**src/rtl/uart_cmd_pkg.sv**
```systemverilog
// Shared types and constants for the UART command sequencer.
// Holds the FSM state enum, command geometry and the default inter-byte timeout.
package uart_cmd_pkg;

  localparam int unsigned CMD_W         = 24;
  localparam int unsigned BYTES_PER_CMD = 3;
  localparam int unsigned DEF_TO_CYCLES = 1000000;

  typedef enum logic [1:0] {
    WaitB1,
    WaitB2,
    WaitB3,
    Hold
  } state_e;

endpackage

```
**src/rtl/uart_cmd_seq_if.sv**
```systemverilog
// Bundle between UART receiver / command consumer and uart_cmd_seq.
//   rx_rdy, rx_data : byte from the receiver
//   clr_rx_rdy      : byte consumed acknowledge back to the receiver
//   cmd, cmd_rdy    : assembled command and its valid flag
//   clr_cmd_rdy     : consumer acknowledge of cmd
//   to_err          : partial command discarded pulse
//   busy            : sequencer is mid-command or holding a command
// slave is the sequencer side, master the surrounding system side.
interface uart_cmd_seq_if
  import uart_cmd_pkg::*;
();

  logic             rx_rdy;
  logic [7:0]       rx_data;
  logic             clr_rx_rdy;
  logic [CMD_W-1:0] cmd;
  logic             cmd_rdy;
  logic             clr_cmd_rdy;
  logic             to_err;
  logic             busy;

  modport slave (
    input  rx_rdy, rx_data, clr_cmd_rdy,
    output clr_rx_rdy, cmd, cmd_rdy, to_err, busy
  );

  modport master (
    output rx_rdy, rx_data, clr_cmd_rdy,
    input  clr_rx_rdy, cmd, cmd_rdy, to_err, busy
  );

endinterface

```
**src/rtl/uart_cmd_timer.sv**
```systemverilog
// Inter-byte timeout counter for uart_cmd_seq (exists only with CMD_TIMEOUT_EN).
//   clk, rst_n : clock, asynchronous active-low reset
//   clr        : restart count from zero (has priority)
//   en         : count this cycle
//   expire     : count has reached TO_CYCLES-1 while enabled
`ifdef CMD_TIMEOUT_EN
module uart_cmd_timer #(
  parameter int unsigned TO_CYCLES = 16,
  parameter int unsigned TO_W      = 5
) (
  input  logic clk,
  input  logic rst_n,
  input  logic clr,
  input  logic en,
  output logic expire
);

  localparam logic [TO_W-1:0] LastCount = TO_W'(TO_CYCLES - 1);

  logic [TO_W-1:0] count_q;

  always_ff @(posedge clk or negedge rst_n) begin
    if (!rst_n) begin
      count_q <= '0;
    end else if (clr) begin
      count_q <= '0;
    end else if (en) begin
      count_q <= count_q + 1'b1;
    end
  end

  assign expire = en && (count_q == LastCount);

endmodule
`endif

```
**src/rtl/uart_cmd_seq.sv**
```systemverilog
// Assembles three received UART bytes into a 24-bit command {b1, b2, b3}.
// Bytes are acknowledged combinationally on clr_rx_rdy; the finished command is
// held with cmd_rdy until clr_cmd_rdy, during which new bytes are back-pressured.
//   clk, rst_n : clock, asynchronous active-low reset
//   bus        : uart_cmd_seq_if.slave (receiver and consumer handshakes)
// Optional macro CMD_TIMEOUT_EN: discard a partial command after TO_CYCLES idle
// cycles and pulse to_err; without it to_err is tied low.
module uart_cmd_seq
  import uart_cmd_pkg::*;
#(
  parameter int unsigned TO_CYCLES = DEF_TO_CYCLES,
  parameter int unsigned TO_W      = 20
) (
  input  logic           clk,
  input  logic           rst_n,
  uart_cmd_seq_if.slave  bus
);

  if (TO_CYCLES == 0 || longint'(TO_CYCLES) >= (longint'(1) << TO_W)) begin : g_bad_cfg
    $error("TO_CYCLES must be nonzero and fit in TO_W bits");
  end

  state_e           state_q, state_d;
  logic [7:0]       b1_q, b1_d, b2_q, b2_d;
  logic [CMD_W-1:0] cmd_q, cmd_d;
  logic             cmd_rdy_q, cmd_rdy_d;
  logic             capture;
  logic             timeout;

  // Gated by rst_n so nothing is acknowledged while reset is asserted.
  assign capture = rst_n && bus.rx_rdy && (state_q != Hold);

  always_comb begin
    state_d   = state_q;
    b1_d      = b1_q;
    b2_d      = b2_q;
    cmd_d     = cmd_q;
    cmd_rdy_d = cmd_rdy_q;
    case (state_q)
      WaitB1: begin
        if (capture) begin
          b1_d    = bus.rx_data;
          state_d = WaitB2;
        end
      end
      WaitB2: begin
        if (capture) begin
          b2_d    = bus.rx_data;
          state_d = WaitB3;
        end else if (timeout) begin
          b1_d    = '0;
          state_d = WaitB1;
        end
      end
      WaitB3: begin
        if (capture) begin
          cmd_d     = {b1_q, b2_q, bus.rx_data};
          cmd_rdy_d = 1'b1;
          state_d   = Hold;
        end else if (timeout) begin
          b1_d    = '0;
          b2_d    = '0;
          state_d = WaitB1;
        end
      end
      Hold: begin
        // A byte pending alongside the clear is taken next cycle as byte 1.
        if (bus.clr_cmd_rdy) begin
          cmd_rdy_d = 1'b0;
          state_d   = WaitB1;
        end
      end
      default: state_d = WaitB1;
    endcase
  end

  always_ff @(posedge clk or negedge rst_n) begin
    if (!rst_n) begin
      state_q   <= WaitB1;
      b1_q      <= '0;
      b2_q      <= '0;
      cmd_q     <= '0;
      cmd_rdy_q <= 1'b0;
    end else begin
      state_q   <= state_d;
      b1_q      <= b1_d;
      b2_q      <= b2_d;
      cmd_q     <= cmd_d;
      cmd_rdy_q <= cmd_rdy_d;
    end
  end

  assign bus.clr_rx_rdy = capture;
  assign bus.cmd        = cmd_q;
  assign bus.cmd_rdy    = cmd_rdy_q;
  assign bus.busy       = (state_q != WaitB1);

`ifdef CMD_TIMEOUT_EN
  logic expire;
  logic to_err_q;

  uart_cmd_timer #(
    .TO_CYCLES (TO_CYCLES),
    .TO_W      (TO_W)
  ) u_timer (
    .clk    (clk),
    .rst_n  (rst_n),
    .clr    (capture | timeout),
    .en     ((state_q == WaitB2) || (state_q == WaitB3)),
    .expire (expire)
  );

  // A byte landing on the expiry cycle wins over the timeout.
  assign timeout = expire && !capture;

  always_ff @(posedge clk or negedge rst_n) begin
    if (!rst_n) begin
      to_err_q <= 1'b0;
    end else begin
      to_err_q <= timeout;
    end
  end

  assign bus.to_err = to_err_q;
`else
  assign timeout    = 1'b0;
  assign bus.to_err = 1'b0;
`endif

endmodule
```
**src/flat_wrapper.sv**
```systemverilog
// flat-port wrapper written by rule: the top's interface ports become plain ports
module uart_cmd_seq_flat import uart_cmd_pkg::*;
#(
  parameter int unsigned TO_CYCLES = DEF_TO_CYCLES,
  parameter int unsigned TO_W      = 20
)
  (clk, rst_n, bus_rx_rdy, bus_rx_data, bus_clr_cmd_rdy, bus_clr_rx_rdy, bus_cmd, bus_cmd_rdy, bus_to_err, bus_busy);
  uart_cmd_seq_if bus_i ();
  input  logic clk;
  input  logic rst_n;
  input wire logic [$bits(bus_i.rx_rdy)-1:0] bus_rx_rdy;
  input wire logic [$bits(bus_i.rx_data)-1:0] bus_rx_data;
  input wire logic [$bits(bus_i.clr_cmd_rdy)-1:0] bus_clr_cmd_rdy;
  output wire logic [$bits(bus_i.clr_rx_rdy)-1:0] bus_clr_rx_rdy;
  output wire logic [$bits(bus_i.cmd)-1:0] bus_cmd;
  output wire logic [$bits(bus_i.cmd_rdy)-1:0] bus_cmd_rdy;
  output wire logic [$bits(bus_i.to_err)-1:0] bus_to_err;
  output wire logic [$bits(bus_i.busy)-1:0] bus_busy;
  assign bus_i.rx_rdy = bus_rx_rdy;
  assign bus_i.rx_data = bus_rx_data;
  assign bus_i.clr_cmd_rdy = bus_clr_cmd_rdy;
  assign bus_clr_rx_rdy = bus_i.clr_rx_rdy;
  assign bus_cmd = bus_i.cmd;
  assign bus_cmd_rdy = bus_i.cmd_rdy;
  assign bus_to_err = bus_i.to_err;
  assign bus_busy = bus_i.busy;
  uart_cmd_seq #(.TO_CYCLES(TO_CYCLES), .TO_W(TO_W)) u_core (.clk(clk), .rst_n(rst_n), .bus(bus_i));
endmodule
```
**config.mk**
```make
export PLATFORM = sky130hd
export DESIGN_NAME = uart_cmd_seq_flat
export DESIGN_NICKNAME = d
export VERILOG_FILES = /design/src/rtl/uart_cmd_pkg.sv /design/src/rtl/uart_cmd_seq_if.sv /design/src/rtl/uart_cmd_timer.sv /design/src/rtl/uart_cmd_seq.sv /design/src/flat_wrapper.sv
export SDC_FILE = /design/constraint.sdc
export NUM_CORES = 1
export LEC_CHECK = 0
export CAP_MARGIN = 25
export CORE_UTILIZATION = 35
export CTS_BUF_LIST = sky130_fd_sc_hd__clkbuf_4
export DETAILED_ROUTE_END_ITERATION = 8
export HOLD_SLACK_MARGIN = 0.15
export PLACE_DENSITY = 0.56
export SLEW_MARGIN = 25
export SYNTH_ARGS = -nofsm -noshare
export SYNTH_HDL_FRONTEND = slang
export SYNTH_SLANG_ARGS = --single-unit
```
**constraint.sdc**
```tcl
create_clock -name clk -period 2.4 [get_ports clk]
set_input_delay 0.36 -clock clk [delete_from_list [all_inputs] [get_ports clk]]
set_output_delay 0.36 -clock clk [all_outputs]
set_load 0.02 [all_outputs]
```
Yosys cells after proc, flatten, opt, wreduce, memory -nomap -nowiden
Index checks and enable logic that the tools add are counted.
{"block": "totals", "regBits": 43, "input_bits": 12, "output_inout_bits": 28, "wordCells": 31}
{"block": "op_classes", "eq_ne": 8, "muxes": 8, "reduce_logical": 10}
{"operator": "$ne 2x2->1 const B", "n": 5}
{"operator": "$mux 2", "n": 4}
{"operator": "$pmux 2 s4", "n": 1}
{"operator": "$reduce_and 2->1", "n": 3}
{"operator": "$eq 2x2->1 const B", "n": 2}
{"operator": "$reduce_and 4->1", "n": 1}
{"operator": "$reduce_bool 2->1", "n": 2}
{"operator": "$reduce_and 3->1", "n": 1}
{"operator": "$eq 2x1->1 const B", "n": 1}
{"operator": "$logic_and 1x1->1", "n": 2}
{"operator": "$logic_not 2->1", "n": 1}
{"operator": "$mux 1", "n": 2}
{"operator": "$pmux 1 s2", "n": 1}

Logic depth before layout (Yosys ltp)
{"block": "depth", "ltp_word": 4, "mapped_depth": 6}

Least setup slack after synthesis
OpenSTA, ideal clock, no wires.
{"block": "synth_path", "path_kind": "flip-flop to flip-flop", "from": "reg u_core.state_q[0]", "to": "reg u_core.cmd_q[0], in the netlist u_core.bus.cmd[0]", "t_arrival_ps": 1488, "required_ps": 2275, "setup_slack_ps": 786, "path_stages_with_launch": 7, "cell_sequence": "dfrtp_1 ha_1 and3b_1 buf_6 nand2_8 buf_12 mux2_4"}
{"block": "synth_via", "elab_chain_len": 3, "elab_cells_between_ends": 4, "cone_classes": "eq/ne: 2; reduce/logical: 2"}
{"item": "from (decl)", "line": "uart_cmd_seq.sv:23", "rtl": "state_e state_q, state_d;"}
{"item": "from (signal assigned)", "line": "uart_cmd_seq.sv:79", "rtl": "state_q <= WaitB1;"}
{"item": "from (signal assigned)", "line": "uart_cmd_seq.sv:85", "rtl": "state_q <= state_d;"}
{"item": "$ne 2x2->1", "line": "uart_cmd_seq.sv:31", "rtl": "assign capture = rst_n && bus.rx_rdy && (state_q != Hold);"}
{"item": "$logic_and 1x1->1", "line": "uart_cmd_seq.sv:31"}
{"item": "via bus_clr_rx_rdy", "line": "flat_wrapper.sv:14", "rtl": "output wire logic [$bits(bus_i.clr_rx_rdy)-1:0] bus_clr_rx_rdy;"}
{"item": "$reduce_and 2->1 (no line)"}
{"item": "to (signal assigned)", "line": "uart_cmd_seq.sv:88", "rtl": "cmd_q <= cmd_d;"}
{"item": "to (decl)", "line": "uart_cmd_seq.sv:25", "rtl": "logic [CMD_W-1:0] cmd_q, cmd_d;"}
The timed path passes the listed nets, and every way through them passes these cells.
A chain may end at the register's enable or synchronous reset.

Worst setup path after layout
{"block": "layout_path", "from": "reg u_core.state_q[0]", "to": "out bus_clr_rx_rdy"}
{"block": "layout_via", "elab_chain_len": 2}
{"item": "$ne 2x2->1", "line": "uart_cmd_seq.sv:31"}
{"item": "$logic_and 1x1->1", "line": "uart_cmd_seq.sv:31"}
{"item": "to (decl)", "line": "flat_wrapper.sv:14"}
Every way passes these cells.

==> reports/results.txt <==
GRT overflow - 0
Die Y - 74.96 um
multi-input logic area - 705.7 um^2
Lkg Pwr - 1.100 nW
CP startpoint - u_core.state_q[0]$_DFFE_PN0P_
Fin Setup TNS - 0 ns
final setup fails - 0
HP Class - reg -> reg
yosys synthesis warning count - 0
GRT Util Overall - 0.1315
count leader, synth - dfrtp_1
Clock Power Share - 0.105
post-synthesis mux area share - 0.2935
Initial DRC Count - 25
post-CTS sizing - 0
slowest stage delay, CP - 0.61 ns
initial antenna violation count - 0
slew margin rel. - 0.6415
Final #Nets - 175
Non-Filler Instances - 227
CTS tree - done
top post-synthesis cells by area - dfrtp_1, mux2_4, mux2_2
global-route wire length before repair - 5285 um
Post-synth ARST share - 1.000
Max rail drop VDD - 0.4661 mV
final hold viol count - 0
total power draw - 3.054 mW
top cells by count, synth - dfrtp_1, mux2_2, mux2_4
Clock Skew - 0.006257 ns
Vias - 1042
share of cells above drive strength 1 - 0.3376
reg-to-reg startpoint - u_core.state_q[0]$_DFFE_PN0P_
number of diodes - 0
Initial Util - 0.3648
largest family of logic cells by synthesized area - multiplexers
CTS root buffer - clkbuf_4
CP Launch Type - flip-flop
area share of the largest cell type after synthesis - 0.5776
row cnt - 26
Compound-Gate Fraction of Synth Area - 0.01343
CP bufs+invs - 1
Filler cells - 472
Port Buffer Count - 38
I/O Pins - 40
clock net sink count - 43
ys flop type - dfrtp_1
final wirelength - 3143 um
Tcrit/Tclk final - 0.9282
largest net degree at the start of global routing - 44
RSZ-0062 raised after global routing - false
Pwr per Cell Area - 1306 nW/um^2
Num CTS Buffers - 5
sequential fraction of the synthesis area - 0.5776
Cells after DPL - 219
wire per inst - 13.85 um
Yosys cell types - 19
Area growth syn-to-layout - 25.52%
CP endpoint - bus_clr_rx_rdy
worst r2r dst - u_core.state_q[1]$_DFFE_PN0P_
area of the mapped netlist - 1863 um^2
post-synthesis xor/xnor area fraction - 0
post-synth top area cell - dfrtp_1
sw frac - 0.3363
CTS clk-pin slew, worst paths - 0.11 ns
Die W - 74.96 um
Core Footprint - 5107 um^2
Clock Path Buffers - 2
flops & latches, synth - 43
CP Class - reg -> out
Max-Cap Viols - 0
Worst Path Arrival - 1.87 ns
Slew Viols, Final - 0
Net Sw Power - 1.027 mW
Max Fanout on Critical Path - 4
cells along the critical path - ha_1, and3b_1, clkdlybuf4s50_1
critical path capture point type - primary output
syn avg cell area - 16.49 um^2
H-tree levels - 2
Clock Latency Late Sink - 0.34 ns
achievable clock frequency - 448.9 MHz
status - finished clean
Adder-Cell Fraction of Synth Area - 0.04030
Post-route DRC - 0
post-synthesis simple-gate area fraction - 0.02955
power share of the sequential group - 0.416
via/cell ratio - 4.590
Least-Margin Pin Slew - 0.5378 ns
worst path required time - 2.04 ns
via count of the first global-routing pass - 1091
Die ar. - 5619 um^2
Detail Placement HPWL - 2151 um
Routability Congestion - 0.6912
reg2reg path depth - 5
delay-heaviest family, CP - buffers and inverters
DRT Pass-1 Iters - 2
Int Pwr - 2.027 mW
DRT antenna net count - 0
Register Area - 1076 um^2
Worst path slowest cell - clkdlybuf4s50_1
Levels on crit path - 3
Gate power share - 0.479
Worst R2R Setup Slack - 0.64 ns
Post-synth EDFFs - 0
Net Count, Synth - 131
post-synthesis cell count - 113
Tmin final - 2.228 ns
==> cells in the final DEF, fill, tap and decap left out <==
cell type        Yosys  routed
a22oi_1              1       1
and3b_1              1       1
buf_2                0       1
buf_4                1       2
clkbuf_4             0       5
clkdlybuf4s50_1      0      37
clkinv_1             0       1
clkinv_2             0       1
conb_1               1       1
dfrtp_1             43      43
dlygate4sd3_1        0       1
ha_1                 6       6
inv_1                6       6
mux2_2              21      21
mux2_4              20      20
mux2i_1              1       1
nand2_2              2       2
nand2_8              1       1
nand3_1              1       1
nor2_1               1       1
nor3_1               1       1
o21ai_0              1       1
o22ai_1              2       2
==> routing by layer <==
layer | routed length [um] | up-vias | track usage
met1 | 1490 | 536 | 0.1716
met3 | 148 | 6 | 0.04552
li1 | - | 472 | -
met4 | 55 | 0 | 0.05660
met5 | 0 | - | 0
met2 | 1449 | 28 | 0.1992
==> per-stage QoR <==
step	cell area, um^2	setup WS [ns]	hold slack [ns]	utilization
finish	2338	0.1722	0.5147	0.4579
global route	2338	0.1073	0.5320	0.4579
CTS	2338	0.1369	0.5188	0.4579
detailed placement	2282	0.4134	0.4904	0.4468
global placement	2282	0.4568	0.4820	0.4468
floorplan	1863	0.7865	0.06441	-
==> how the worst min path moves through the flow <==
stage / startpoint / end / slack (ns) / cells past startpoint
floorplan: rst_n / u_core.b1_q[0]$_DFFE_PN0P_ / 0.06 / 0
global placement: u_core.b1_q[2]$_DFFE_PN0P_ / u_core.bus.cmd[18]$_DFFE_PN0P_ / 0.48 / 1
detailed placement: u_core.b2_q[3]$_DFFE_PN0P_ / u_core.bus.cmd[11]$_DFFE_PN0P_ / 0.49 / 1
CTS: u_core.b1_q[2]$_DFFE_PN0P_ / u_core.bus.cmd[18]$_DFFE_PN0P_ / 0.52 / 1
global route: u_core.b2_q[4]$_DFFE_PN0P_ / u_core.bus.cmd[12]$_DFFE_PN0P_ / 0.53 / 1
finish: u_core.b2_q[6]$_DFFE_PN0P_ / u_core.bus.cmd[14]$_DFFE_PN0P_ / 0.51 / 1
==> registers in the layout, summed over array words and instances (netlist names) <==
name and flops:
u_core.state_q 2, u_core.b2_q 8, u_core.bus.cmd 24, u_core.b1_q 8, u_core.bus.cmd_rdy 1
==> cell families (layout without fill, tap and decap cells) <==
family / count (synthesis) / in the layout
DFF: 43 / 43
other: 1 / 1
AOI/OAI and AO/OA: 4 / 4
adders and majority gates: 6 / 6
muxes: 42 / 42
buffers and inverters: 10 / 54
and+or+nand+nor: 7 / 7
==> repair_timing <==
action / in CTS / in global routing
setup buffers: 0 / 0
hold endpoints to repair: 43 / 0
hold buffers: 1 / 0
==> final cells by class <==
type	instances	share of cell area
Sequential cell	43	0.4601
Clock inverter	2	0.003745
Timing Repair Buffer	41	0.1712
Multi-Input combinational cell	60	0.3018
Inverter	6	0.009631
Clock buffer	5	0.01605
Tap cell	70	0.03745
==> worst reg2reg max path, cell delays in order, from the launching register on <==
cell and delay, ns:
dfrtp_1 0.45, inv_1 0.14, ha_1 0.36, nor3_1 0.11, o22ai_1 0.23, mux2_2 0.37
==> power groups by stage <==
stage | logic, mW | clock network, mW | registers, mW
after floorplan | 0.709 | 0 | 1.50
final | 1.46 | 0.320 | 1.27
after global placement | 1.45 | 0 | 1.27
after global routing | 1.57 | 0.368 | 1.32
after CTS | 1.48 | 0.343 | 1.28
after detailed placement | 1.48 | 0 | 1.29
No activity file was read; power rests on OpenSTA's default activity.
